### src/rtl/irq_arbiter_if.sv
// Device-bus register port of the interrupt arbiter: word select, write data/strobe and
// combinational read data.
interface irq_arbiter_if;
  logic [1:0]  addr;
  logic [31:0] wd;
  logic        we;
  logic [31:0] rd;

  modport master (output addr, output wd, output we, input rd);
  modport slave  (input addr, input wd, input we, output rd);
endinterface

### src/rtl/irq_arbiter.sv
// Interrupt arbiter: latches edge/level requests, masks them, picks the lowest eligible
// index and holds it as a one-hot HWInt until the CPU acks, then waits for EOI.
module irq_arbiter #(
  parameter int unsigned N_SRC = 6
) (
  input  logic             clk,
  input  logic             reset,
  input  logic [N_SRC-1:0] irq_in,
  irq_arbiter_if.slave     bus,
  input  logic             int_ack,
  output logic [N_SRC-1:0] HWInt
);

  localparam int unsigned IDW = (N_SRC > 1) ? $clog2(N_SRC) : 1;

  typedef enum logic [1:0] {
    IDLE    = 2'd0,
    ASSERT  = 2'd1,
    SERVICE = 2'd2
  } state_t;

  state_t           state_q, state_d;
  logic [N_SRC-1:0] mask_q, mask_d;
  logic [N_SRC-1:0] edge_sel_q, edge_sel_d;
  logic [N_SRC-1:0] pend_q, pend_d;
  logic [N_SRC-1:0] prev_q;
  logic [N_SRC-1:0] hwint_q, hwint_d;
  logic [IDW-1:0]   id_q, id_d;

  logic [N_SRC-1:0] elig, rise, w1c, ack_clr;
  logic [IDW-1:0]   win_id;
  logic             any_elig;
  logic             wr_mask, wr_edge, wr_pend, wr_stat;
  logic             wd_unused;

  assign wd_unused = ^bus.wd[31:N_SRC];

  assign wr_mask = bus.we && (bus.addr == 2'd0);
  assign wr_edge = bus.we && (bus.addr == 2'd1);
  assign wr_pend = bus.we && (bus.addr == 2'd2);
  assign wr_stat = bus.we && (bus.addr == 2'd3);

  assign elig     = pend_q & mask_q;
  assign any_elig = |elig;
  assign rise     = irq_in & ~prev_q;
  assign w1c      = wr_pend ? bus.wd[N_SRC-1:0] : '0;
  assign ack_clr  = (state_q == ASSERT && int_ack) ? (N_SRC'(1) << id_q) : '0;

  always_comb begin
    logic found;
    found  = 1'b0;
    win_id = '0;
    for (int unsigned i = 0; i < N_SRC; i++) begin
      if (elig[i] && !found) begin
        win_id = IDW'(i);
        found  = 1'b1;
      end
    end
  end

  // Edge bits: a fresh rising edge beats any same-cycle clear. Level bits track the line.
  always_comb begin
    mask_d     = wr_mask ? bus.wd[N_SRC-1:0] : mask_q;
    edge_sel_d = wr_edge ? bus.wd[N_SRC-1:0] : edge_sel_q;
    pend_d     = (edge_sel_q & ((pend_q & ~(w1c | ack_clr)) | rise))
               | (~edge_sel_q & irq_in);
  end

  always_comb begin
    state_d = state_q;
    id_d    = id_q;
    hwint_d = '0;
    unique case (state_q)
      IDLE: begin
        if (any_elig) begin
          state_d = ASSERT;
          id_d    = win_id;
        end
      end
      ASSERT: begin
        if (int_ack) begin
          state_d = SERVICE;
        end else if (!elig[id_q]) begin
          state_d = IDLE;
          id_d    = '0;
        end
      end
      SERVICE: begin
        if (wr_stat) begin
          state_d = IDLE;
          id_d    = '0;
        end
      end
      default: begin
        state_d = IDLE;
        id_d    = '0;
      end
    endcase
    if (state_d == ASSERT) hwint_d = N_SRC'(1) << id_d;
  end

  always_ff @(posedge clk or negedge reset) begin
    if (!reset) begin
      state_q    <= IDLE;
      id_q       <= '0;
      mask_q     <= '0;
      edge_sel_q <= '0;
      pend_q     <= '0;
      prev_q     <= '0;
      hwint_q    <= '0;
    end else begin
      state_q    <= state_d;
      id_q       <= id_d;
      mask_q     <= mask_d;
      edge_sel_q <= edge_sel_d;
      pend_q     <= pend_d;
      prev_q     <= irq_in;
      hwint_q    <= hwint_d;
    end
  end

  assign HWInt = hwint_q;

  always_comb begin
    bus.rd = '0;
    unique case (bus.addr)
      2'd0: bus.rd = 32'(mask_q);
      2'd1: bus.rd = 32'(edge_sel_q);
      2'd2: bus.rd = 32'(pend_q);
      2'd3: begin
        if (state_q != IDLE) begin
          bus.rd[31]      = 1'b1;
          bus.rd[IDW-1:0] = id_q;
        end
      end
      default: bus.rd = '0;
    endcase
  end

endmodule

### src/flat_wrapper.sv
// flat-port wrapper written by rule: the top's interface ports become plain ports
module irq_arbiter_flat 
#(
  parameter int unsigned N_SRC = 6
)
  (clk, reset, irq_in, int_ack, HWInt, bus_addr, bus_wd, bus_we, bus_rd);
  irq_arbiter_if bus_i ();
  input  logic clk;
  input  logic reset;
  input  logic [N_SRC-1:0] irq_in;
  input  logic int_ack;
  output logic [N_SRC-1:0] HWInt;
  input wire logic [$bits(bus_i.addr)-1:0] bus_addr;
  input wire logic [$bits(bus_i.wd)-1:0] bus_wd;
  input wire logic [$bits(bus_i.we)-1:0] bus_we;
  output wire logic [$bits(bus_i.rd)-1:0] bus_rd;
  assign bus_i.addr = bus_addr;
  assign bus_i.wd = bus_wd;
  assign bus_i.we = bus_we;
  assign bus_rd = bus_i.rd;
  irq_arbiter #(.N_SRC(N_SRC)) u_core (.clk(clk), .reset(reset), .irq_in(irq_in), .bus(bus_i), .int_ack(int_ack), .HWInt(HWInt));
endmodule
### config.mk
export PLATFORM = sky130hd
export DESIGN_NAME = irq_arbiter_flat
export DESIGN_NICKNAME = d
export VERILOG_FILES = /design/src/rtl/irq_arbiter_if.sv /design/src/rtl/irq_arbiter.sv /design/src/flat_wrapper.sv
export SDC_FILE = /design/constraint.sdc
export NUM_CORES = 1
export LEC_CHECK = 0
export ABC_AREA = 1
export CAP_MARGIN = 15
export CORE_ASPECT_RATIO = 1.2
export CORE_MARGIN = 5
export CORE_UTILIZATION = 29
export DETAILED_ROUTE_END_ITERATION = 7
export HOLD_SLACK_MARGIN = 0.15
export PLACE_DENSITY_LB_ADDON = 0.25
export SLEW_MARGIN = 20
export SYNTH_ARGS = -nofsm -noshare
export SYNTH_HDL_FRONTEND = slang
export SYNTH_SLANG_ARGS = --single-unit
### constraint.sdc
create_clock -name clk -period 2.5 [get_ports clk]
set_clock_uncertainty 0.15 [all_clocks]
set_input_delay 0.625 -clock clk [delete_from_list [all_inputs] [get_ports clk]]
set_output_delay 0.625 -clock clk [all_outputs]
set_load 0.01 [all_outputs]
==> flow_metrics.tcl <==
set metrics [dict create \
    setup.worst_path.class "input port to output port" \
    synth-xor-area-share 0 \
    crit_chain "dlygate4sd2_1, nand2_1, nor2_1, buf_4, buf_4, clkdlybuf4s15_1" \
    whs_ns 0.354 \
    vias_per_cell 4.11 \
    grt_remaining_overflow 0 \
    synth_area_leaders "dfrtp_1 45%, nand2_1 16%, buf_4 9.7%, o21ai_1 3.4%, nand2_2 2.9%" \
    synth_area_um2 1930 \
    numCtsBuffers 5 \
    post-route-period-util 0.963 \
    synth-edff-count 0 \
    clk_latency_ns 0.29 \
    synth-adder-area-share 0 \
    power.total_mw 2.03 \
    synth.top_cells.by_count "80 x nand2_1, 35 x dfrtp_1, 25 x buf_4" \
    gp_congestion 0.822 \
    cpPeakStageDelay_ns 0.31 \
    setup_violations 0 \
    cp.required_ns 1.73 \
    ys.flop_type "dfrtp_1" \
    fin_crit_ns 2.41 \
    grt_pass1_vias 1551 \
    cp_num_buf_inv 4 \
    grt_pass1_wl_um 7160 \
    ys_ff_latch 35 \
    remaining_drc_errors 0 \
    wl_um 4290 \
    synth_seq_area_share 0.453 \
    root_buffer "clkbuf_8" \
    rsz0062_at_grt "false" \
    rows 32 \
    postLayoutCellArea_um2 2390 \
    ys_async_sr_fraction 1.00 \
    hold-path-endpoint "u_core.pend_q[3]" \
    cp_max_fo 4 \
    critPathTopFamily "buffers and inverters" \
    grt_start_max_net_pins 36 \
    drive_gt1_frac 0.176 \
    netlist.area_leader.share 0.453 \
    r2r-start "u_core.id_q[0]" \
    place_area_um2 2310 \
    grtUsageTotal 0.109 \
    crit_path_start "bus_addr[0]" \
    muxShareOfSynthArea 0 \
    wl_per_cell_um 11.5 \
    clk_pin_slew_ns 0.07 \
    reg2reg_depth 10 \
    stdcell_count 374 \
    clkSinkCount 35 \
    antenna_found_initial 0 \
    nFillCells 716 \
    pin_count 82 \
    synth_top_family_by_area "simple AND/OR/NAND/NOR gates" \
    regToRegSetupSlack_ns 0.84 \
    core_area_um2 6450 \
    path_common_cell "buf_4" \
    clock.fmax_ghz 0.415 \
    yosysMostFrequentCell "nand2_1" \
    ys_types 25 \
    place.port_buffers 30 \
    ys_warn_count 0 \
    dpl.cell_count 367 \
    postCtsSetupBuffers 0 \
    p_leak_nw 1.18 \
    fin_nets 332 \
    die_height_um 99.4 \
    initial_utilization 0.300 \
    r2r_end "u_core.HWInt[1]" \
    cp_slowest_cell "dlygate4sd2_1" \
    max_cap_viol_count 0 \
    power_density_nw_per_um2 850 \
    maxSlewViolCount 0 \
    cp-start-kind "input port" \
    yosys.area_share.simple 0.295 \
    hold_viol_final 0 \
    worstPathArrival_ns 1.63 \
    hold_path.class "register to register" \
    peakVddDrop_mv 0.274 \
    via_count 1536 \
    cts_tree "built" \
    num_antenna_cells 0 \
    hold_depth 3 \
    hold_path.startpoint "u_core.prev_q[3]" \
    cts.path.max_buffers 2 \
    dp_hpwl_um 3300 \
    synthToLayoutAreaGrowth_pct 23.7 \
    yosys.area.top_type "dfrtp_1" \
    synthCells 244 \
    cts_hold_buf 0 \
    syn_avg_cell_area_um2 7.92 \
    drtAntennaViolNets 0 \
    die_area_um2 8400 \
    dr.first_iter.drc_count 86 \
    drtPass1Iterations 4 \
    chipWidth_um 84.5 \
    status "completed" \
    cts.htree.levels 2 \
    synth_compound_area_frac 0.105 \
    worstSetupEndpointType "output port" \
]
stage by stage:
stage | worst slack, ns | util | TNS, ns
final | 0.0922 | 0.371 | 0
after global routing | 0.0272 | 0.371 | 0
after CTS | 0.0615 | 0.371 | 0
after detailed placement | -0.520 | 0.359 | -3.23
after global placement | -0.508 | 0.359 | -3.20
after floorplan | 0.546 | - | 0
report_power, final:
| part | total, mW | internal [mW] | leakage (nW) | switching, mW |
|---|---|---|---|---|
| Combinational | 0.820 | 0.326 | 0.687 | 0.494 |
| Sequential | 0.763 | 0.678 | 0.436 | 0.0849 |
| Clock | 0.449 | 0.251 | 0.0515 | 0.198 |
layout make-up:
cell class / instances / area, µm² / share of cell area
clock buffer: 8 / 100 / 0.0419
multi-input combinational: 186 / 873 / 0.365
inverter: 19 / 73.8 / 0.0309
timing repair buffer: 41 / 360 / 0.151
sequential: 35 / 876 / 0.366
tap: 85 / 106 / 0.0445
state kept, by name, summed over array words and instances (netlist names):
register and flops:
u_core.edge_sel_q 6, u_core.mask_q 6, u_core.state_q 2, u_core.prev_q 6, u_core.HWInt 6, u_core.pend_q 6, u_core.id_q 3
per-layer routing:
| metal | up-vias | track usage | part of all wire |
|---|---|---|---|
| met3 | 4 | 0.0365 | 0.064 |
| met2 | 42 | 0.181 | 0.49 |
| met4 | 0 | 0.0390 | 0.010 |
| met1 | 672 | 0.132 | 0.43 |
| li1 | 818 | - | - |
| met5 | - | 0 | 0 |
how the worst max path moves through the flow:
stage                  to  depth (start not counted)
6_report       bus_rd[31]                          6
5_1_grt        bus_rd[31]                          6
4_1_cts        bus_rd[31]                          6
3_5_place_dp    bus_rd[1]                          7
3_3_place_gp    bus_rd[1]                          7
2_1_floorplan   bus_rd[0]                          4
cells by family after synthesis:
kind of cell | after synthesis
flip-flops | 35
other | 1
buffers and inverters | 47
AND/OR/NAND/NOR | 128
AO/OA/AOI/OAI | 33
repair_timing:
item	in CTS	in global routing
gates resized for setup	30	0
hold endpoints to repair	0	0
endpoints found under the setup margin	7	0
cells in the final DEF (no fill, tap or decap), types with 4 or more instances in the layout:
cell type / synthesis / routed
o211ai_1: 7 / 7
o21ai_0: 6 / 6
clkbuf_8: 0 / 7
inv_1: 14 / 14
o21ai_1: 13 / 13
clkdlybuf4s50_1: 0 / 21
nor2_1: 14 / 13
nor2_2: 4 / 4
nand3_1: 9 / 9
dfrtp_1: 35 / 35
conb_1: 1 / 25
nand2_1: 80 / 80
nor3_1: 5 / 5
buf_4: 25 / 10
buf_2: 0 / 5
nand2_2: 9 / 9
worst register-to-register path, cell delays in order, from the launching register on:
cell	delay [ns]
dfrtp_1	0.42
buf_4	0.20
inv_4	0.08
nand4_1	0.12
nand3_1	0.13
nand3_2	0.09
nand2_2	0.11
nand2_1	0.07
nand2_2	0.08
nand2_1	0.07
nor2_1	0.09
No activity file was read; power rests on OpenSTA's default activity.
